<file path="config.mk">
export PLATFORM = sky130hd
export DESIGN_NAME = uart_resp_packer
export DESIGN_NICKNAME = d
export VERILOG_FILES = /design/src/rtl/uart_resp_packer.sv
export SDC_FILE = /design/constraint.sdc
export NUM_CORES = 1
export LEC_CHECK = 0
export ABC_AREA = 1
export BUFFER_PORTS_ARGS = -buffer_cell sky130_fd_sc_hd__buf_2
export CAP_MARGIN = 20
export CELL_PAD_IN_SITES_DETAIL_PLACEMENT = 1
export CELL_PAD_IN_SITES_GLOBAL_PLACEMENT = 1
export CORE_UTILIZATION = 45
export DETAILED_ROUTE_END_ITERATION = 7
export PLACE_DENSITY_LB_ADDON = 0.1
export SETUP_SLACK_MARGIN = 0.3
export SYNTH_ARGS = -nofsm -noshare
export SYNTH_HDL_FRONTEND = slang
export SYNTH_SLANG_ARGS = --single-unit
</file>
<file path="constraint.sdc">
create_clock -name clk_50M -period 1.9 [get_ports clk_50M]
set_input_delay 0.095 -clock clk_50M [delete_from_list [all_inputs] [get_ports clk_50M]]
set_output_delay 0.095 -clock clk_50M [all_outputs]
set_load 0.01 [all_outputs]
</file>
<file path="src/rtl/uart_resp_packer.sv">
// rtl/uart_resp_packer.sv - serialises a readback response frame into the UART byte transmitter
//
// Purpose:
//   Captures a function code, channel, 32-bit payload and PWM status on a
//   readback request. Sends them as a fixed frame, one byte at a time, using
//   the tx_en / tx_busy handshake of uart_tx.
//   Frame: HEAD0 HEAD1 func ch pay[31:24] pay[23:16] pay[15:8] pay[7:0] status [checksum]
//
// Configuration macro:
//   UART_RESP_CHECKSUM_EN - when defined, appends byte 9. This byte is the
//   8-bit sum of bytes 2..8.
//
// Ports:
//   clk_50M     in   system clock
//   rst_n       in   asynchronous active-low reset
//   rd_req      in   request pulse, sampled only in IDLE
//   rd_func     in   [7:0] function code echoed in the frame
//   rd_ch       in   [7:0] channel number echoed in the frame
//   rd_payload  in   [31:0] readback data
//   pwm_busy    in   [_NUM_CHANNELS-1:0] PWM busy bus
//   pwm_valid   in   [_NUM_CHANNELS-1:0] PWM valid bus
//   tx_busy     in   byte transmitter busy
//   tx_en       out  one-cycle byte start strobe
//   tx_data     out  [7:0] byte to transmit, held until the next tx_en
//   resp_busy   out  frame in progress
//   resp_done   out  one-cycle pulse when the frame completes
//   resp_err    out  one-cycle pulse on transmitter timeout
`timescale 1ns/1ps
module uart_resp_packer #(
  parameter int         _NUM_CHANNELS = 4,
  parameter logic [7:0] _HEAD0        = 8'h55,
  parameter logic [7:0] _HEAD1        = 8'hAA,
  parameter int         _TO_CYCLES    = 1023
) (
  input  logic                     clk_50M,
  input  logic                     rst_n,
  input  logic                     rd_req,
  input  logic [7:0]               rd_func,
  input  logic [7:0]               rd_ch,
  input  logic [31:0]              rd_payload,
  input  logic [_NUM_CHANNELS-1:0] pwm_busy,
  input  logic [_NUM_CHANNELS-1:0] pwm_valid,
  input  logic                     tx_busy,
  output logic                     tx_en,
  output logic [7:0]               tx_data,
  output logic                     resp_busy,
  output logic                     resp_done,
  output logic                     resp_err
);

`ifdef UART_RESP_CHECKSUM_EN
  localparam logic [3:0] LAST_IDX = 4'd9;
`else
  localparam logic [3:0] LAST_IDX = 4'd8;
`endif
  localparam logic [15:0] TO_LAST = 16'(_TO_CYCLES - 1);

  typedef enum logic [2:0] {S_IDLE, S_SEND, S_WAIT_HI, S_WAIT_LO, S_DONE} state_t;

  state_t      r_state;
  logic [3:0]  r_idx;
  logic [7:0]  r_func;
  logic [7:0]  r_ch;
  logic [31:0] r_payload;
  logic [7:0]  r_status;
  logic [15:0] r_to_cnt;
  logic        r_tx_en;
  logic [7:0]  r_tx_data;
  logic        r_resp_busy;
  logic        r_resp_done;
  logic        r_resp_err;

  logic [3:0]  w_valid4;
  logic [3:0]  w_busy4;
  logic [3:0]  w_next_idx;
  logic [7:0]  w_next_byte;

  // Zero-extend the PWM buses to 4 bits each for the status byte.
  always_comb begin
    w_valid4 = 4'h0;
    w_busy4  = 4'h0;
    for (int i = 0; i < _NUM_CHANNELS; i++) begin
      w_valid4[i] = pwm_valid[i];
      w_busy4[i]  = pwm_busy[i];
    end
  end

`ifdef UART_RESP_CHECKSUM_EN
  logic [7:0] w_csum;
  assign w_csum = r_func + r_ch + r_payload[31:24] + r_payload[23:16]
                + r_payload[15:8] + r_payload[7:0] + r_status;
`endif

  assign w_next_idx = r_idx + 4'd1;

  // Byte 0 is loaded directly in IDLE. This mux only supplies bytes 1..LAST_IDX.
  always_comb begin
    w_next_byte = 8'h00;
    case (w_next_idx)
      4'd1: w_next_byte = _HEAD1;
      4'd2: w_next_byte = r_func;
      4'd3: w_next_byte = r_ch;
      4'd4: w_next_byte = r_payload[31:24];
      4'd5: w_next_byte = r_payload[23:16];
      4'd6: w_next_byte = r_payload[15:8];
      4'd7: w_next_byte = r_payload[7:0];
      4'd8: w_next_byte = r_status;
`ifdef UART_RESP_CHECKSUM_EN
      4'd9: w_next_byte = w_csum;
`endif
      default: w_next_byte = 8'h00;
    endcase
  end

  always_ff @(posedge clk_50M or negedge rst_n) begin
    if (!rst_n) begin
      r_state     <= S_IDLE;
      r_idx       <= 4'd0;
      r_func      <= 8'h00;
      r_ch        <= 8'h00;
      r_payload   <= 32'h0;
      r_status    <= 8'h00;
      r_to_cnt    <= 16'h0;
      r_tx_en     <= 1'b0;
      r_tx_data   <= 8'h00;
      r_resp_busy <= 1'b0;
      r_resp_done <= 1'b0;
      r_resp_err  <= 1'b0;
    end else begin
      // Strobes default low, so each one lasts exactly one cycle.
      r_tx_en     <= 1'b0;
      r_resp_done <= 1'b0;
      r_resp_err  <= 1'b0;
      case (r_state)
        S_IDLE: begin
          r_idx <= 4'd0;
          if (rd_req) begin
            r_func      <= rd_func;
            r_ch        <= rd_ch;
            r_payload   <= rd_payload;
            r_status    <= {w_valid4, w_busy4};
            r_tx_en     <= 1'b1;
            r_tx_data   <= _HEAD0;
            r_resp_busy <= 1'b1;
            r_state     <= S_SEND;
          end
        end
        S_SEND: begin
          // tx_en is high during this cycle, which is the first cycle of the timeout window.
          // With a one-cycle budget, the decision has to be made here.
          if (_TO_CYCLES == 1 && !tx_busy) begin
            r_resp_err  <= 1'b1;
            r_resp_busy <= 1'b0;
            r_state     <= S_IDLE;
          end else begin
            r_to_cnt <= 16'd1;
            r_state  <= S_WAIT_HI;
          end
        end
        S_WAIT_HI: begin
          if (tx_busy) begin
            r_state <= S_WAIT_LO;
          end else if (r_to_cnt == TO_LAST) begin
            r_resp_err  <= 1'b1;
            r_resp_busy <= 1'b0;
            r_state     <= S_IDLE;
          end else begin
            r_to_cnt <= r_to_cnt + 16'd1;
          end
        end
        S_WAIT_LO: begin
          if (!tx_busy) begin
            if (r_idx == LAST_IDX) begin
              r_resp_done <= 1'b1;
              r_resp_busy <= 1'b0;
              r_state     <= S_DONE;
            end else begin
              r_idx     <= w_next_idx;
              r_tx_en   <= 1'b1;
              r_tx_data <= w_next_byte;
              r_state   <= S_SEND;
            end
          end
        end
        S_DONE: begin
          r_idx   <= 4'd0;
          r_state <= S_IDLE;
        end
        default: r_state <= S_IDLE;
      endcase
    end
  end

  assign tx_en     = r_tx_en;
  assign tx_data   = r_tx_data;
  assign resp_busy = r_resp_busy;
  assign resp_done = r_resp_done;
  assign resp_err  = r_resp_err;

endmodule

</file>
Yosys cells after proc, flatten, opt, wreduce, memory -nomap -nowiden
Cells that the tools add are included.

Bits in registers: 91. Input port bits: 60. Output and inout port bits: 12. Logic and storage cells: 81.

Add/subtract/negate cells: 2. Eq/ne operators: 22. Mux-type cells: 33. Reductions and logical operators: 12.

Operators by type and width (number): $pmux 8 s8 (1); $mux 16 (2); $pmux 16 s2 (1); $mux 8 (3); $add 16x1->16 const B (1); $eq 16x10->1 const B (1); $eq 4x3->1 const B (4); $pmux 8 s2 (1); $mux 3 (5); $mux 1 (14); $ne 2x2->1 const B (7); $pmux 3 s4 (1); $reduce_and 3->1 (3); $eq 4x2->1 const B (2); $eq 4x4->1 const B (2); $mux 4 (2); $pmux 4 s2 (1); $eq 3x2->1 const B (2); $reduce_and 6->1 (1); $reduce_bool 2->1 (3); $add 4x1->4 const B (1); $eq 4x1->1 const B (1); $reduce_and 4->1 (1); $eq 3x1->1 const B (1); other kinds (8) (8).

Logic depth before layout (Yosys ltp)
Depth after elaboration: 6. Gate-level depth with buffers: 12. Gate-level depth less buffers: 12.

Least setup slack after synthesis
OpenSTA, ideal clock, no wires.

Kind: reg-to-reg. Start: reg r_idx[0]. End: reg r_tx_data[7] (netlist: tx_data[7]). Setup time: 0.065 ns. Arrival time: 1.544 ns. Data required time: 1.835 ns. Path slack: 0.291 ns. Stages on the path, launching flop included: 11. Buffers on the path: 2. Clock period less this slack: 1.609 ns. Cell sequence: dfrtp_1 -> inv_1 -> ha_1 -> clkbuf_1 -> clkbuf_1 -> nand4_1 -> nand2_1 -> nor2_1 -> nand2_1 -> nand3_1 -> nand2_1.

Cells in the longest elaborated chain, start to end: 6. Elaborated cells between the ends (all ways): 16. Classes of those cells: add/sub: 1; eq/ne: 10; mux: 4; reduce/logical: 1.

Ends and longest elaborated chain: start, declared (RTL line 61) `logic [3:0] r_idx;`; start signal, assigned (RTL line 178) `r_idx <= w_next_idx;`; $add 4x1->4 (RTL line 94) `assign w_next_idx = r_idx + 4'd1;`; $eq 4x4->1 (tied with other cells) (RTL line 99) `case (w_next_idx)`; $pmux 8 s8 (RTL line 99); $mux 8 (RTL line 173) `if (r_idx == LAST_IDX) begin`; $mux 8 (RTL line 172) `if (!tx_busy) begin`; $pmux 8 s2 (RTL line 134) `case (r_state)`; end signal, assigned (RTL line 143) `r_tx_data <= _HEAD0;`; end signal, assigned (RTL line 180) `r_tx_data <= w_next_byte;`; end, declared (RTL line 68) `logic [7:0] r_tx_data;`.

Several ways; a longest one is shown, not always the timed one. The select of a mux whose other input is x is not followed. A chain may end at the register's enable or synchronous reset.

Worst setup path in the final report
Start: reg r_idx[0]. End: reg r_tx_data[4] (netlist: tx_data[4]).

Same word-level chain as after synthesis.

==> run summary <==
==================================================================================================
Multiplexer share of the synthesized area ...........................................        0.155
Wire length of the first global-routing pass ........................................     25100 um
Peak Freq ...........................................................................      574 MHz
CP max-delay cell ...................................................................      dfrtp_2
Final number of hold-violating endpoints ............................................            0
Number of buffers created by CTS ....................................................            9
Largest family of logic cells by synthesized area ................................... simple AND/OR/NAND/NOR gates
Share of synthesized registers carrying an async set or reset .......................         1.00
Setup repair after global routing missed its margin .................................         true
Simple-gate share of the synthesized area ...........................................        0.260
Die outline height ..................................................................       108 um
Most frequently used flop master after synthesis ....................................      dfrtp_1
Part of the cycle the worst path needs ..............................................        0.917
Max Buffers Root-to-Sink ............................................................            2
List of cells traversed by the critical path ........................................ ha_4, inv_2, nand2_4, nand2_8, inv_8, nor2_4, nand3_2, nand2_2, nor2_1, nand3_1, nand2_1, inv_1
Net count, final ....................................................................          733
Required time of the worst setup path ...............................................      2230 ps
Adder-cell area share of the yosys netlist ..........................................       0.0199
Number of DRC markers after the initial detailed-route iteration ....................          178
Type of the worst setup path ........................................................      reg2reg
Most common library cell in the layout ignoring fill and taps .......................      dfrtp_1
Total GRT Usage .....................................................................        0.292
Sequential share of the synthesized area ............................................        0.453
Number of nets produced by synthesis ................................................          573
Max VDD drop ........................................................................     0.844 mV
DRC errors left .....................................................................            0
Core region area ....................................................................  10800 sq um
Aggregate negative setup slack ......................................................         0 ps
Final setup violation count .........................................................            0
Endpoint type of the worst setup path ...............................................     register
Via count ...........................................................................         4418
Power density relative to cell area ................................................. 1280 nW/um^2
Pin count of the biggest net entering global routing ................................           51
Area fraction in compound gates after synthesis .....................................       0.0256
Final standard cell utilization of the core .........................................        0.631
Area leader, netlist ................................................................      dfrtp_1
Number of fill cells in the layout ..................................................         1215
Run status ..........................................................................    completed
Routed length per instance ..........................................................      20.0 um
Total power after layout ............................................................    0.00875 W
Max-cap violations ..................................................................            0
Master cell of the clock root buffer ................................................     clkbuf_8
Number of optimization iterations in the first detailed-route pass ..................            5
Via density per instance ............................................................         5.45
Number of primary I/O pins ..........................................................           72
Floorplan die area ..................................................................  11600 sq um
Number of unique standard cell types used by synthesis ..............................           39
Placement Rows ......................................................................           38
Clock sink count ....................................................................           91
Worst slew pin tran .................................................................       519 ps
Cell area after synthesis ...........................................................   5030 sq um
CP Data Arrival Time ................................................................      2080 ps
Minimum period implied by the final worst setup slack ...............................      1740 ps
Width of the die ....................................................................       108 um
Most area-consuming cells after synthesis ........................................... dfrtp_1 45%, mux2_4 15%, nand2_1 6.9%
Max Fanout on Critical Path .........................................................           14
Starting density of the core ........................................................        0.464
Number of global-route vias before repair ...........................................         4733
Total count of max-transition violations in the final report ........................            0
Relative max-transition margin ......................................................        0.654
CTS H-tree depth ....................................................................            3
Final weighted congestion in routability-driven placement ...........................        0.860
Leftover overflow at the end of global routing ......................................            0
TritonCTS clock tree ................................................................         done
Commonest non-fill, non-tap cells in the layout ..................................... 86 x dfrtp_1, 81 x nand2_1, 70 x buf_2
Post-synthesis average cell area ....................................................   9.96 sq um
Synth Instances .....................................................................          505
Fraction of final layout cells with drive strength greater than 1 ...................        0.376
Number of synthesized flops with an enable pin ......................................            0
Wire length after detailed routing ..................................................     16200 um
Number of antenna violations at the first check in global routing ...................            0
Post-synthesis xor/xnor area fraction ...............................................       0.0192
Final worst clock skew ..............................................................      11.2 ps
Post-synthesis register bit count ...................................................           91
Area Overhead vs Synth ..............................................................        36.0%
Highest cell delay on the worst timing path .........................................       470 ps
Clock transition time at the flip-flop clock pins of the worst setup and hold paths .        90 ps
Residual antenna-violating net count after detailed routing .........................            0
Count of port buffers added during placement ........................................           71
Number of antenna cells inserted ....................................................            0
Critical Path Source Type ...........................................................     register
Yosys synthesis warning count .......................................................            0
Synth top area share ................................................................        0.453
Detailed placer's ending HPWL .......................................................      9550 um
Static leakage ......................................................................      3.32 nW
Skew-Pair Late Insertion Delay ......................................................       390 ps
Hold crit path type .................................................................       in2reg
==================================================================================================
## stage by stage
step	area [sq um]	hold WS, ps	cells	setup WS (ps)
2_1_floorplan	5030	-201	505	314
3_3_place_gp	5520	-54.3	711	153
3_5_place_dp	5520	-52.9	711	113
4_1_cts	6590	7.04	797	207
5_1_grt	6840	33.5	810	37.6
6_report	6840	30.1	810	158
## flip-flops by register name, indices dropped and copies added, names as in the netlist
register / count
tx_data: 8
tx_en: 1
r_idx: 4
resp_done: 1
r_ch: 8
resp_busy: 1
resp_err: 1
r_state: 3
r_status: 8
r_to_cnt: 16
r_func: 8
r_payload: 32
## critical path, delay by kind of cell (launching register included)
family / cells / cell delay [ps]
buf+inv: 3 / 190
fa+ha+maj: 1 / 200
flops: 1 / 470
simple gates: 8 / 830
## synthesized netlist by cell type (2+ instances only)
cell,count
a21oi_1,7
inv_2,6
buf_2,5
buf_6,4
xor2_1,9
o21ai_0,6
or2_1,4
xnor2_1,2
nand2_1,92
nor2_4,3
nand2_2,5
nor3_1,12
mux2_4,51
nand3_1,42
nand4_1,45
nor2_1,46
inv_1,31
o22ai_1,2
buf_12,5
o21ai_1,7
ha_1,8
nand2_4,3
clkbuf_1,4
dfrtp_1,91
## layer usage
layer  routed length, um  global-route usage  share of wire
met5                   0                   0              0
met4                 639               0.133          0.039
met3                 484              0.0636          0.030
met2                8410               0.510           0.52
met1                6700               0.340           0.41
## where the power goes
part | internal (W) | switching, W
registers | 0.00271 | 0.000597
clock network | 0.000776 | 0.000736
logic | 0.00198 | 0.00195
## cell families after synthesis
group	after synthesis
AOI/OAI and AO/OA	24
xor gates and xnor gates	11
adders and majority gates	8
buffers and inverters	58
DFF	91
muxes	52
and+or+nand+nor	261
## cell type report
class                           instances  area [sq um]  area share
Clock buffer                           10           138      0.0201
Clock inverter                          6          88.8      0.0130
Inverter                               39           164      0.0240
Multi-Input combinational cell        356          2620       0.383
Sequential cell                        91          2280       0.334
Tap cell                              140           175      0.0256
Timing Repair Buffer                  168          1370       0.201
## final timing paths
kind	end	start	depth (start not counted)	slack (ps)
worst max-delay path	tx_data[4]$_DFFE_PN0P_	r_idx[0]$_DFFE_PN0P_	12	160
worst min-delay path	r_state[2]$_DFFE_PN0P_	tx_busy	2	30
worst min register to register	resp_busy$_DFFE_PN0P_	resp_busy$_DFFE_PN0P_	2	490
worst max register to register	tx_data[4]$_DFFE_PN0P_	r_idx[0]$_DFFE_PN0P_	12	160
max in group asynchronous	r_idx[0]$_DFFE_PN0P_	rst_n	3	1140
min in group asynchronous	r_ch[4]$_DFFE_PN0P_	rst_n	2	80
## timing repair
action,4_1_cts,5_1_grt
gates resized for setup,35,39
setup buffers,10,12
cloned,3,1
pin swaps,14,17
setup endpoints to repair,81,62
hold buffers,57,0
hold endpoints to repair,147,0
Note: power is estimated with default switching activity, not from simulation.
